==> src/rtl/memoria_pkg.sv <==
// rtl/memoria_pkg.sv - shared defaults, FSM state type and ROM content rule for memoria_sequencial
package memoria_pkg;

    localparam int DATA_W_DEF  = 4;
    localparam int DEPTH_DEF   = 16;
    localparam int N_BANKS_DEF = 4;

    typedef enum logic [1:0] {
        IDLE,
        FETCH,
        HOLD,
        FIM
    } state_t;

    // Each bank is the one-hot walking pattern rotated by the bank number.
    function automatic logic [31:0] rom_word(input int addr, input int bank, input int data_w);
        return 32'd1 << ((addr + bank) % data_w);
    endfunction

endpackage

==> src/rtl/rom_bancos.sv <==
// rtl/rom_bancos.sv - banked one-hot pattern ROM with registered, enable-gated read
module rom_bancos
    import memoria_pkg::*;
#(
    parameter  int DATA_W  = DATA_W_DEF,
    parameter  int DEPTH   = DEPTH_DEF,
    parameter  int N_BANKS = N_BANKS_DEF,
    localparam int ADDR_W  = $clog2(DEPTH),
    localparam int BANK_W  = $clog2(N_BANKS)
) (
    input  logic              clock,
    input  logic              reset,
    input  logic              rd_en,
    input  logic [BANK_W-1:0] bank,
    input  logic [ADDR_W-1:0] addr,
    output logic [DATA_W-1:0] data
);

    logic [DATA_W-1:0] mem [N_BANKS*DEPTH];
    logic [DATA_W-1:0] data_q;
    logic [DATA_W-1:0] data_d;

    for (genvar i = 0; i < N_BANKS * DEPTH; i++) begin : g_rom
        assign mem[i] = DATA_W'(rom_word(i % DEPTH, i / DEPTH, DATA_W));
    end

    // The output register only loads on a read, so it holds its word while the consumer waits.
    always_comb begin
        data_d = data_q;
        if (rd_en) begin
            data_d = mem[{bank, addr}];
        end
    end

    always_ff @(posedge clock or posedge reset) begin
        if (reset) begin
            data_q <= '0;
        end else begin
            data_q <= data_d;
        end
    end

    assign data = data_q;

endmodule

==> src/rtl/memoria_sequencial.sv <==
// rtl/memoria_sequencial.sv - plays a selectable ROM bank word by word with next handshake and optional looping
module memoria_sequencial
    import memoria_pkg::*;
#(
    parameter  int DATA_W  = DATA_W_DEF,
    parameter  int DEPTH   = DEPTH_DEF,
    parameter  int N_BANKS = N_BANKS_DEF,
    localparam int ADDR_W  = $clog2(DEPTH),
    localparam int BANK_W  = $clog2(N_BANKS),
    localparam int LEN_W   = ADDR_W + 1
) (
    input  logic              clock,
    input  logic              reset,
    input  logic [BANK_W-1:0] bank,
    input  logic [LEN_W-1:0]  seq_len,
    input  logic              loop,
    input  logic              start,
    input  logic              next,
    output logic [DATA_W-1:0] data_out,
    output logic              data_valid,
    output logic [ADDR_W-1:0] address,
    output logic              busy,
    output logic              done
);

    state_t            state_q, state_d;
    logic [ADDR_W-1:0] address_q, address_d;
    logic [BANK_W-1:0] bank_q, bank_d;
    logic [LEN_W-1:0]  len_q, len_d;
    logic              loop_q, loop_d;
    logic              last_word;

    assign last_word = ({1'b0, address_q} == (len_q - LEN_W'(1)));

    always_comb begin
        state_d   = state_q;
        address_d = address_q;
        bank_d    = bank_q;
        len_d     = len_q;
        loop_d    = loop_q;
        case (state_q)
            IDLE: begin
                if (start) begin
                    bank_d    = bank;
                    len_d     = (seq_len > LEN_W'(DEPTH)) ? LEN_W'(DEPTH) : seq_len;
                    loop_d    = loop;
                    address_d = '0;
                    state_d   = (seq_len == '0) ? FIM : FETCH;
                end
            end
            FETCH: state_d = HOLD;
            HOLD: begin
                if (next) begin
                    state_d = FETCH;
                    if (!last_word) begin
                        address_d = address_q + ADDR_W'(1);
                    end else if (loop_q) begin
                        address_d = '0;
                    end else begin
                        state_d = FIM;
                    end
                end
            end
            FIM:     state_d = IDLE;
            default: state_d = IDLE;
        endcase
    end

    always_ff @(posedge clock or posedge reset) begin
        if (reset) begin
            state_q   <= IDLE;
            address_q <= '0;
            bank_q    <= '0;
            len_q     <= '0;
            loop_q    <= 1'b0;
        end else begin
            state_q   <= state_d;
            address_q <= address_d;
            bank_q    <= bank_d;
            len_q     <= len_d;
            loop_q    <= loop_d;
        end
    end

    rom_bancos #(
        .DATA_W (DATA_W),
        .DEPTH  (DEPTH),
        .N_BANKS(N_BANKS)
    ) u_rom (
        .clock(clock),
        .reset(reset),
        .rd_en(state_q == FETCH),
        .bank (bank_q),
        .addr (address_q),
        .data (data_out)
    );

    assign data_valid = (state_q == HOLD);
    assign busy       = (state_q != IDLE);
    assign done       = (state_q == FIM);
    assign address    = address_q;

endmodule

==> config.mk <==
export PLATFORM = sky130hd
export DESIGN_NAME = memoria_sequencial
export DESIGN_NICKNAME = d
export VERILOG_FILES = /design/src/rtl/memoria_pkg.sv /design/src/rtl/rom_bancos.sv /design/src/rtl/memoria_sequencial.sv
export SDC_FILE = /design/constraint.sdc
export NUM_CORES = 1
export LEC_CHECK = 0
export BUFFER_PORTS_ARGS = -buffer_cell sky130_fd_sc_hd__buf_4
export CAP_MARGIN = 20
export CORE_AREA = 2 2 65 55
export DETAILED_ROUTE_END_ITERATION = 6
export DIE_AREA = 0 0 67 57
export PLACE_DENSITY = 0.66
export SYNTH_ARGS = -nofsm -noshare
export SYNTH_HDL_FRONTEND = slang
export SYNTH_SLANG_ARGS = --single-unit
==> constraint.sdc <==
create_clock -name clock -period 3.7 [get_ports clock]
set_clock_uncertainty 0.1 [all_clocks]
set_input_delay 0.37 -clock clock [delete_from_list [all_inputs] [get_ports clock]]
set_output_delay 0.37 -clock clock [all_outputs]
set_load 0.01 [all_outputs]
=== Word-level counts from Yosys, hierarchy flattened ===
Memory sizes are Yosys's and may differ from the RTL's. A register that Yosys moved wholly into a read port is not among the register bits.
Cells that the tools add are included.

* Logic and storage cells: 36
* Input port bits: 12
* Flip-flop bits (word level): 14
* Memories: 1
* Memory bits (read-only): 256

{| class="wikitable"
|+ Memories
! memory !! depth !! bits a word !! read ports !! clocked after Yosys merged registers in !! wr ports !! line !! text
|-
| (no name shown) || 64 || 4 || 1 || 1 || 0 || rom_bancos.sv:31 || <nowiki>data_d = mem[{bank, addr}];</nowiki>
|}

* Magnitude comparators: 1
* Bitwise logic cells: 1
* $add $sub $neg: 2
* Reduce and logical (&&, ||, !) cells: 7
* Multiplexer cells: 12
* Equality and inequality tests: 7

{| class="wikitable"
|+ Operator list
! kind !! number
|-
| 2-to-1 mux 4 bit || 4
|-
| 2-to-1 mux 2 bit || 5
|-
| case mux 2 bit (4 select lines) || 1
|-
| case mux 4 bit (2 select lines) || 1
|-
| NOT 6 -> 7 bit || 1
|-
| equality test 4 x 5 -> 1 bit || 1
|-
| > comparator 5 bit, second input constant || 1
|-
| logical NOT 5 bit || 1
|-
| 2-to-1 mux 5 bit || 1
|-
| subtractor 5 x 1 -> 5 bit, second input constant || 1
|-
| adder 4 x 1 -> 4 bit, second input constant || 1
|-
| equality test 2 bit, second input constant || 2
|-
| != test 2 bit, second input constant || 2
|-
| AND reduction 2 bit || 2
|-
| AND reduction 4 bit || 1
|-
| nonzero test 2 bit || 2
|-
| != test 3 bit, second input constant || 1
|-
| equality test 2 x 1 -> 1 bit, second input constant || 1
|-
| logical NOT 2 bit || 1
|}

=== Longest topological paths before layout ===
Gate-level depths: netlist (run 1).

* Depth after elaboration: 5
* Gate-level depth with buffers: 7

=== Modules after synthesis ===
A second synthesis (run 1) with hierarchy kept.

* Cells, all modules: 107
* Area, all modules: 1,007.2 um^2

{| class="wikitable"
|+ By module, submodules not included
! module !! area an instance (um^2) !! cells each !! times used
|-
| memoria_sequencial || 804.5 || 83 || 1
|-
| rom_bancos || 202.7 || 24 || 1
|}

=== Worst setup path before layout (run 1) ===
Ideal clock, no wire load.

* Kind: register to register
* Start point: reg len_q[0]
* End point: reg address_q[1] (netlist: address[1])
* Data arrival time: 2,058 ps
* Clock period less this slack: 2,237 ps
* Library setup time: 79 ps
* Slack: 1,463 ps
* Cell stages (with the launch flop): 8
* Cells stage by stage: dfrtp_1 -> inv_1 -> ha_1 -> o21ba_1 -> a221o_1 -> a2111oi_4 -> a211o_2 -> mux2i_1

* Cells in the longest elaborated chain, start to end: 5

{| class="wikitable"
|+ Ends and longest elaborated chain
! element !! line !! text
|-
| start, declared || memoria_sequencial.sv:29 || <nowiki>logic [LEN_W-1:0] len_q, len_d;</nowiki>
|-
| start signal, assigned || memoria_sequencial.sv:80 || <nowiki>len_q <= len_d;</nowiki>
|-
| subtractor 5 x 1 -> 5 bit * || memoria_sequencial.sv:33 || <nowiki>assign last_word = ({1'b0, address_q} == (len_q - LEN_W'(1)));</nowiki>
|-
| equality test 4 x 5 -> 1 bit * || memoria_sequencial.sv:33 ||
|-
| 2-to-1 mux 4 bit || memoria_sequencial.sv:55 || <nowiki>if (!last_word) begin</nowiki>
|-
| 2-to-1 mux 4 bit || memoria_sequencial.sv:53 || <nowiki>if (next) begin</nowiki>
|-
| case mux 4 bit (2 select lines) || memoria_sequencial.sv:41 || <nowiki>case (state_q)</nowiki>
|-
| end signal, assigned || memoria_sequencial.sv:78 || <nowiki>address_q <= address_d;</nowiki>
|-
| end, declared || memoria_sequencial.sv:27 || <nowiki>logic [ADDR_W-1:0] address_q, address_d;</nowiki>
|}

Every way passes the cells marked *; elsewhere a longest branch is shown, timed or not. The select of a mux whose other input is x is not followed.
A chain may end at the register's enable or synchronous reset.

=== Worst setup path in the final report (run 1) ===
Ends and elaborated chain as after synthesis.

==> results of run 1 <==
flip-flops by register name, summed over array words and instances (netlist names):
| name | cells |
|---|---|
| len_q | 5 |
| address | 4 |
| u_rom.data | 4 |
| bank_q | 2 |
| state_q | 2 |
| loop_q | 1 |
Yosys cell counts:
| cell | n |
|---|---|
| a2111oi_4 | 1 |
| a211o_2 | 1 |
| a211oi_1 | 1 |
| a21o_1 | 2 |
| a21oi_1 | 3 |
| a221o_1 | 1 |
| and2_1 | 1 |
| buf_6 | 1 |
| clkbuf_1 | 1 |
| dfrtp_1 | 18 |
| ha_1 | 5 |
| inv_1 | 8 |
| mux2_2 | 8 |
| mux2i_1 | 2 |
| mux4_2 | 4 |
| nand2_1 | 6 |
| nand2b_1 | 5 |
| nand3_1 | 4 |
| nand3b_1 | 2 |
| nand4_1 | 1 |
| nand4b_1 | 1 |
| nor2_1 | 4 |
| nor3_1 | 3 |
| o21ai_0 | 4 |
| o21ba_1 | 1 |
| o221ai_1 | 1 |
| o2bb2ai_1 | 1 |
| or2_2 | 2 |
| or4_1 | 1 |
| xnor2_1 | 5 |
worst max-delay path by stage:
stage	startpoint	to	slack, ns
4_1_cts	len_q[0]	address[1]	1.28
3_3_place_gp	len_q[0]	address[1]	1.38
2_1_floorplan	len_q[0]	address[1]	1.46
3_5_place_dp	len_q[0]	address[1]	1.29
5_1_grt	len_q[0]	address[1]	1.11
6_report	len_q[0]	address[1]	1.28
layer usage:
metal / vias up / GRT usage, %
met2: 21 / 19.7
met4: 0 / 7.87
li1: 400 / -
met1: 407 / 18.8
met5: - / 0
met3: 6 / 2.96
cells by family (layout without fill, tap and decap cells):
| logic type | count (synthesis) | after routing | share of synthesized area [%] |
|---|---|---|---|
| adders and majority gates | 5 | 5 | 5.71 |
| xor gates and xnor gates | 5 | 5 | 4.00 |
| and+or+nand+nor | 30 | 30 | 14.6 |
| AOI/OAI and AO/OA | 16 | 16 | 12.1 |
| DFF | 18 | 18 | 41.1 |
| muxes | 14 | 14 | 18.3 |
| buffers and inverters | 10 | 33 | 4.11 |
final cells by class:
| type | count | area [um^2] |
|---|---|---|
| well taps | 42 | 52.6 |
| multi-input cells | 70 | 599 |
| fillers | 329 | 1890 |
| flip-flops and latches | 18 | 450 |
| inverters | 8 | 30.0 |
| clock buffers | 3 | 41.3 |
| repair buffers | 22 | 165 |
cells in the final DEF, fill, tap and decap left out, drive strengths merged, types with 2 or more instances in the layout:
cell type / instances
nor3: 3
dfrtp: 18
clkbuf: 3
nand3b: 2
xnor2: 5
o21ai: 4
a21o: 2
nor2: 4
nand2: 6
or2: 2
mux2i: 2
nand2b: 5
inv: 8
a21oi: 3
mux4: 4
mux2: 8
nand3: 4
buf: 22
ha: 5
report_power, final:
part / internal [mW] / switching (mW) / total (mW)
sequential: 0.283 / 0.114 / 0.397
combinational: 0.306 / 0.246 / 0.552
clock: 0.0724 / 0.0639 / 0.136
total: 0.661 / 0.425 / 1.09
worst max-delay path: cells and delay by family (launching register included):
family / cells / cell delay [ns]
flops: 1 / 0.40
mux: 1 / 0.18
buf+inv: 1 / 0.06
fa+ha+maj: 1 / 0.24
compound gates: 4 / 1.36
per-stage QoR:
stage               setup WS [ns]  std cells  hold WS (ns)  util, %
floorplan                    1.46         98         0.209        -
global placement             1.38        160         0.391     40.1
detailed placement           1.29        160         0.402     40.1
CTS                          1.28        163         0.159     41.4
global route                 1.11        163         0.184     41.4
finish                       1.28        163         0.124     41.4
==> results.json, run 1 <==
{
  "status": "finished, final reports clean",
  "ys_ff_latch": 18,
  "period_needed_ns": 2.42,
  "dp_hpwl_um": 1750,
  "wirelength_um": 2230,
  "worstMarginPinSlew_ns": 0.691,
  "worstPathCellList": "inv_1 > ha_1 > o21ba_1 > a221o_1 > a2111oi_4 > a211o_2 > mux2i_1",
  "seq_area_frac_synth_pct": 41.1,
  "antenna_found_initial": 0,
  "synth.largest_area_cell": "dfrtp_1",
  "cp.required_ns": 3.78,
  "vias": 834,
  "endpoint_kind": "register",
  "cp.arrival_ns": 2.49,
  "cts_root_buf": "clkbuf_8",
  "io_buffers": 22,
  "dieArea_mm2": 0.00382,
  "hold_viol_final": 0,
  "clkTransAtPathRegs_ns": 0.07,
  "finalSetupViolCount": 0,
  "max_stage_delay_ns": 0.52,
  "synthTopCellsByArea": "dfrtp_1 (41%), mux2_2 (8.2%), mux4_2 (8.2%)",
  "r2r-end": "address[1]",
  "wl_met3_um": 119,
  "ant_nets": 0,
  "highest_layer": "met4",
  "routabilityCongestion": 0.735,
  "worst-setup-path-type": "register to register",
  "grt.total_usage_pct": 13.6,
  "path_max_fanout": 7,
  "ys_types": 30,
  "fin_total_pwr_mw": 1.09,
  "grt_pass1_vias": 861,
  "overflow": 0,
  "final_nets": 140,
  "rsz0062_at_grt": "false",
  "timing.setup.tns_ns": 0,
  "postCtsSetupBuffers": 0,
  "placed_area_mm2": 0.00130,
  "crit_path_start_kind": "register",
  "r2r-start": "len_q[0]",
  "ctsHoldBuffers": 0,
  "die-height_um": 57,
  "clockBufferDepth": 2,
  "grt_first_pass_wirelength_um": 3940,
  "htreeDepth": 1,
  "syn_area_mm2": 0.00109,
  "slowest_stage": "a2111oi_4",
  "yosys_warnings": 0,
  "reg2reg_depth": 7,
  "rrSetupSlack_ns": 1.28,
  "stdcell_area_mm2": 0.00134,
  "layout-drive-gt1-share_pct": 33.9,
  "synthToLayoutAreaGrowth_pct": 22.3,
  "slew_headroom_pct": 53.9,
  "drt_pass1_iterations": 4,
  "clock_latency_ns": 0.25,
  "max_freq_mhz": 413,
  "start_util_pct": 33.9,
  "drv_cap": 0,
  "die_w_um": 67,
  "synth.net_count": 115,
  "cts_sinks": 18,
  "slew_violations": 0,
  "cts_resized": 0,
  "met1Wirelength_um": 1030,
  "avgRoutedWirePerCell_um": 13.7,
  "cts_tree": "done",
  "drtIter0Drc": 30,
  "grt_max_degree": 19,
  "io-pin-count": 23,
  "cts_buffers": 3,
  "rows": 19,
  "period_share_pct": 65.4,
  "met2_length_um": 1020,
  "insertedDiodeCount": 0,
  "power_per_cell_area_mw_per_mm2": 811,
  "ir_drop_mv": 0.239,
  "syn_inst": 98,
  "syn_avg_cell_area_um2": 11.2,
  "worstHoldPathType": "input pin to asynchronous set/reset pin",
  "via_per_inst": 5.12,
  "drc": 0,
  "leakage_nw": 0.608,
  "synth_top_area_share_pct": 41.1,
  "core_area_mm2": 0.00323
}
(Power assumes the default switching activity.)
==> run 2: changes to the inputs <==
--- a/config.mk
+++ b/config.mk
@@ -5,12 +5,13 @@
 export SDC_FILE = /design/constraint.sdc
 export NUM_CORES = 1
 export LEC_CHECK = 0
+export ABC_AREA = 1
 export BUFFER_PORTS_ARGS = -buffer_cell sky130_fd_sc_hd__buf_4
 export CAP_MARGIN = 20
-export CORE_AREA = 2 2 65 55
+export CORE_AREA = 2 2 67 56
 export DETAILED_ROUTE_END_ITERATION = 6
-export DIE_AREA = 0 0 67 57
-export PLACE_DENSITY = 0.66
+export DIE_AREA = 0 0 69 58
+export PLACE_DENSITY = 0.68
 export SYNTH_ARGS = -nofsm -noshare
 export SYNTH_HDL_FRONTEND = slang
 export SYNTH_SLANG_ARGS = --single-unit
==> constraint.sdc (replaced) <==
create_clock -name clock -period 2 [get_ports clock]
set_clock_uncertainty 0.1 [all_clocks]
set_input_delay 0.2 -clock clock [delete_from_list [all_inputs] [get_ports clock]]
set_output_delay 0.2 -clock clock [all_outputs]
set_load 0.01 [all_outputs]
==> run 2 against run 1 <==
  * Count of clock-buffer cells in the layout unchanged
  * Synthesized cell count increased by 50%
  * Design area up 5.8%
  * Cell count rose by 31%
  * Critical path depth grew 5
  * Worst hold slack worse by 0.076 ns
  * Sequential cell count did not move
  * Die area grew 4.8%
  * Utilization grew 1.1 points
  * Critical endpoint is now address[2]
  * Register-to-register slack worse by 1.0 ns
  * Routed wire length increased by 3.2%
  * Power is 81% higher
==> results.json, run 2 <==
{
  "layout_common_cells": "nand2_1 (47), buf_4 (22), dfrtp_1 (18)",
  "p_sw_mw": 0.872,
  "timing.setup.tns_ns": 0,
  "power_per_cell_area_mw_per_mm2": 1380,
  "multi_input_area_um2": 606,
  "synthTopCellsByArea": "dfrtp_1 (39%), nand2_1 (15%), ha_1 (5.4%)",
  "grt_max_degree": 19,
  "antenna_found_initial": 0,
  "htreeDepth": 1,
  "synthToLayoutAreaGrowth_pct": 22.9,
  "yosys_warnings": 0,
  "syn_avg_cell_area_um2": 7.84,
  "drtIter0Drc": 44,
  "period_share_pct": 87.6,
  "layout-drive-gt1-share_pct": 26.2,
  "syn_area_mm2": 0.00115,
  "max_freq_mhz": 571,
  "routabilityCongestion": 0.884,
  "grt.total_usage_pct": 12.6,
  "synth_top_area_share_pct": 39.1,
  "cts_buffers": 3,
  "synth_edf_count": 0,
  "finalSetupViolCount": 0,
  "hold_viol_final": 0,
  "dp_hpwl_um": 1810,
  "syn_inst": 147,
  "core_area_mm2": 0.00333,
  "start_util_pct": 34.6,
  "overflow": 0,
  "vias": 941,
  "ys_types": 25,
  "clkPwrFrac_pct": 12.6,
  "io_buffers": 22,
  "synthArstFlopShare_pct": 100,
  "ys_top_cells_by_count": "nand2_1 (47), dfrtp_1 (18), inv_1 (15), nor2_1 (11), nand3_1 (7)",
  "rsz0062_at_grt": "false",
  "drc": 0,
  "ys_ff_latch": 18,
  "synth.largest_area_cell": "dfrtp_1",
  "worstMarginPinSlew_ns": 0.692,
  "grt_pass1_vias": 864,
  "largest_register_ffs": 5,
  "grt_first_pass_wirelength_um": 3950,
  "status": "finished, final reports clean",
  "slew_headroom_pct": 53.8,
  "switching_share_pct": 44.5,
  "dieArea_mm2": 0.00400,
  "worstHoldPathType": "input pin to register",
  "cp.required_ns": 2.04,
  "synth_ff_type": "dfrtp_1",
  "seq_area_frac_synth_pct": 39.1,
  "worst-setup-path-type": "register to register",
  "path_max_fanout": 5,
  "cts_tree": "done",
  "clockBufferDepth": 2,
  "cp.arrival_ns": 1.79,
  "avgRoutedWirePerCell_um": 10.8,
  "fillers": 353,
  "regMostFlops": "len_q",
  "io-pin-count": 23,
  "period_needed_ns": 1.75,
  "die_w_um": 69,
  "endpoint_kind": "register",
  "final_nets": 191,
  "internal_power_mw": 1.09,
  "ir_drop_mv": 0.448,
  "final_common_cell": "nand2_1",
  "final_util_pct": 42.6,
  "insertedDiodeCount": 0,
  "seqPwrFrac_pct": 33.2,
  "clkTransAtPathRegs_ns": 0.06,
  "drv_cap": 0,
  "via_per_inst": 4.40,
  "leakage_nw": 0.735,
  "rows": 19,
  "slew_violations": 0,
  "cts_root_buf": "clkbuf_8",
  "yosysMostFrequentCell": "nand2_1",
  "ant_nets": 0,
  "cts_sinks": 18,
  "comb_power_share_pct": 54.2,
  "clock_latency_ns": 0.25,
  "register_area_um2": 450,
  "wirelength_um": 2300,
  "die-height_um": 58,
  "synth.net_count": 164,
  "drt_pass1_iterations": 4,
  "crit_path_start_kind": "register",
  "postCtsSetupBuffers": 0
}
run 2: final timing paths:
kind                       startpoint             to  slack [ns]  cells after the start
setup / recovery             len_q[0]     address[2]        0.25                     12
hold / removal                   loop         loop_q        0.05                      3
setup reg to reg             len_q[0]     address[2]        0.25                     12
hold reg to reg                loop_q         loop_q        0.39                      2
max in group asynchronous       reset     address[2]        0.84                      3
min in group asynchronous       reset  u_rom.data[0]        0.52                      3
run 2: repair_timing:
item | 4_1_cts | 5_1_grt
hold buffers | 1 | 0
hold endpoints to repair | 18 | 0
resized for setup | 0 | 0
run 2: layer usage:
metal / global-route usage, % / vias to the layer above / wire length (um)
li1: - / 516 / -
met3: 3.48 / 2 / 100
met5: 0 / - / 0
met2: 18.4 / 16 / 1020
met1: 17.6 / 407 / 1150
met4: 5.04 / 0 / 24
run 2: layout make-up:
| class | instances | share of cell area, % |
|---|---|---|
| multi-input combinational | 105 | 42.8 |
| inverter | 23 | 6.45 |
| clock buffer | 3 | 2.92 |
| tap | 42 | 3.71 |
| timing repair buffer | 23 | 12.4 |
| sequential | 18 | 31.8 |
run 2: metrics by stage:
step                total power, mW  cells  area (um^2)  setup slack, ns  hold WS, ns
finish                         1.96    214         1420            0.248       0.0477
global route                   2.16    214         1420           0.0620       0.0548
CTS                            1.98    214         1420            0.240       0.0413
detailed placement             1.72    210         1370            0.270        0.258
global placement               1.70    210         1370            0.321        0.262
floorplan                      1.44    147         1150            0.394       0.0386
run 2: cells by family (layout without fill, tap and decap cells):
logic type	count (synthesis)	count (layout)	synth area share, %
AOI/OAI and AO/OA	16	16	9.23
muxes	4	4	3.47
buffers and inverters	24	49	8.36
DFF	18	18	39.1
and+or+nand+nor	78	78	32.9
xor gates and xnor gates	2	2	1.52
adders and majority gates	5	5	5.43
run 2: critical path, stage by stage, from the launching register on:
cell,delay (ns)
dfrtp_1,0.37
inv_1,0.09
ha_1,0.31
nand2_1,0.06
inv_1,0.04
nor2_1,0.07
nand3_1,0.09
nor2_2,0.16
nand3_4,0.10
nand2_4,0.10
inv_4,0.04
nand2_1,0.05
nand2_1,0.05
run 2: power by group through the flow:
stage               Clock [mW]  Sequential [mW]  Combinational (mW)
floorplan                    0            0.640               0.797
global placement             0            0.651                1.05
detailed placement           0            0.657                1.06
CTS                      0.261            0.651                1.07
global route             0.274            0.678                1.21
finish                   0.246            0.651                1.06
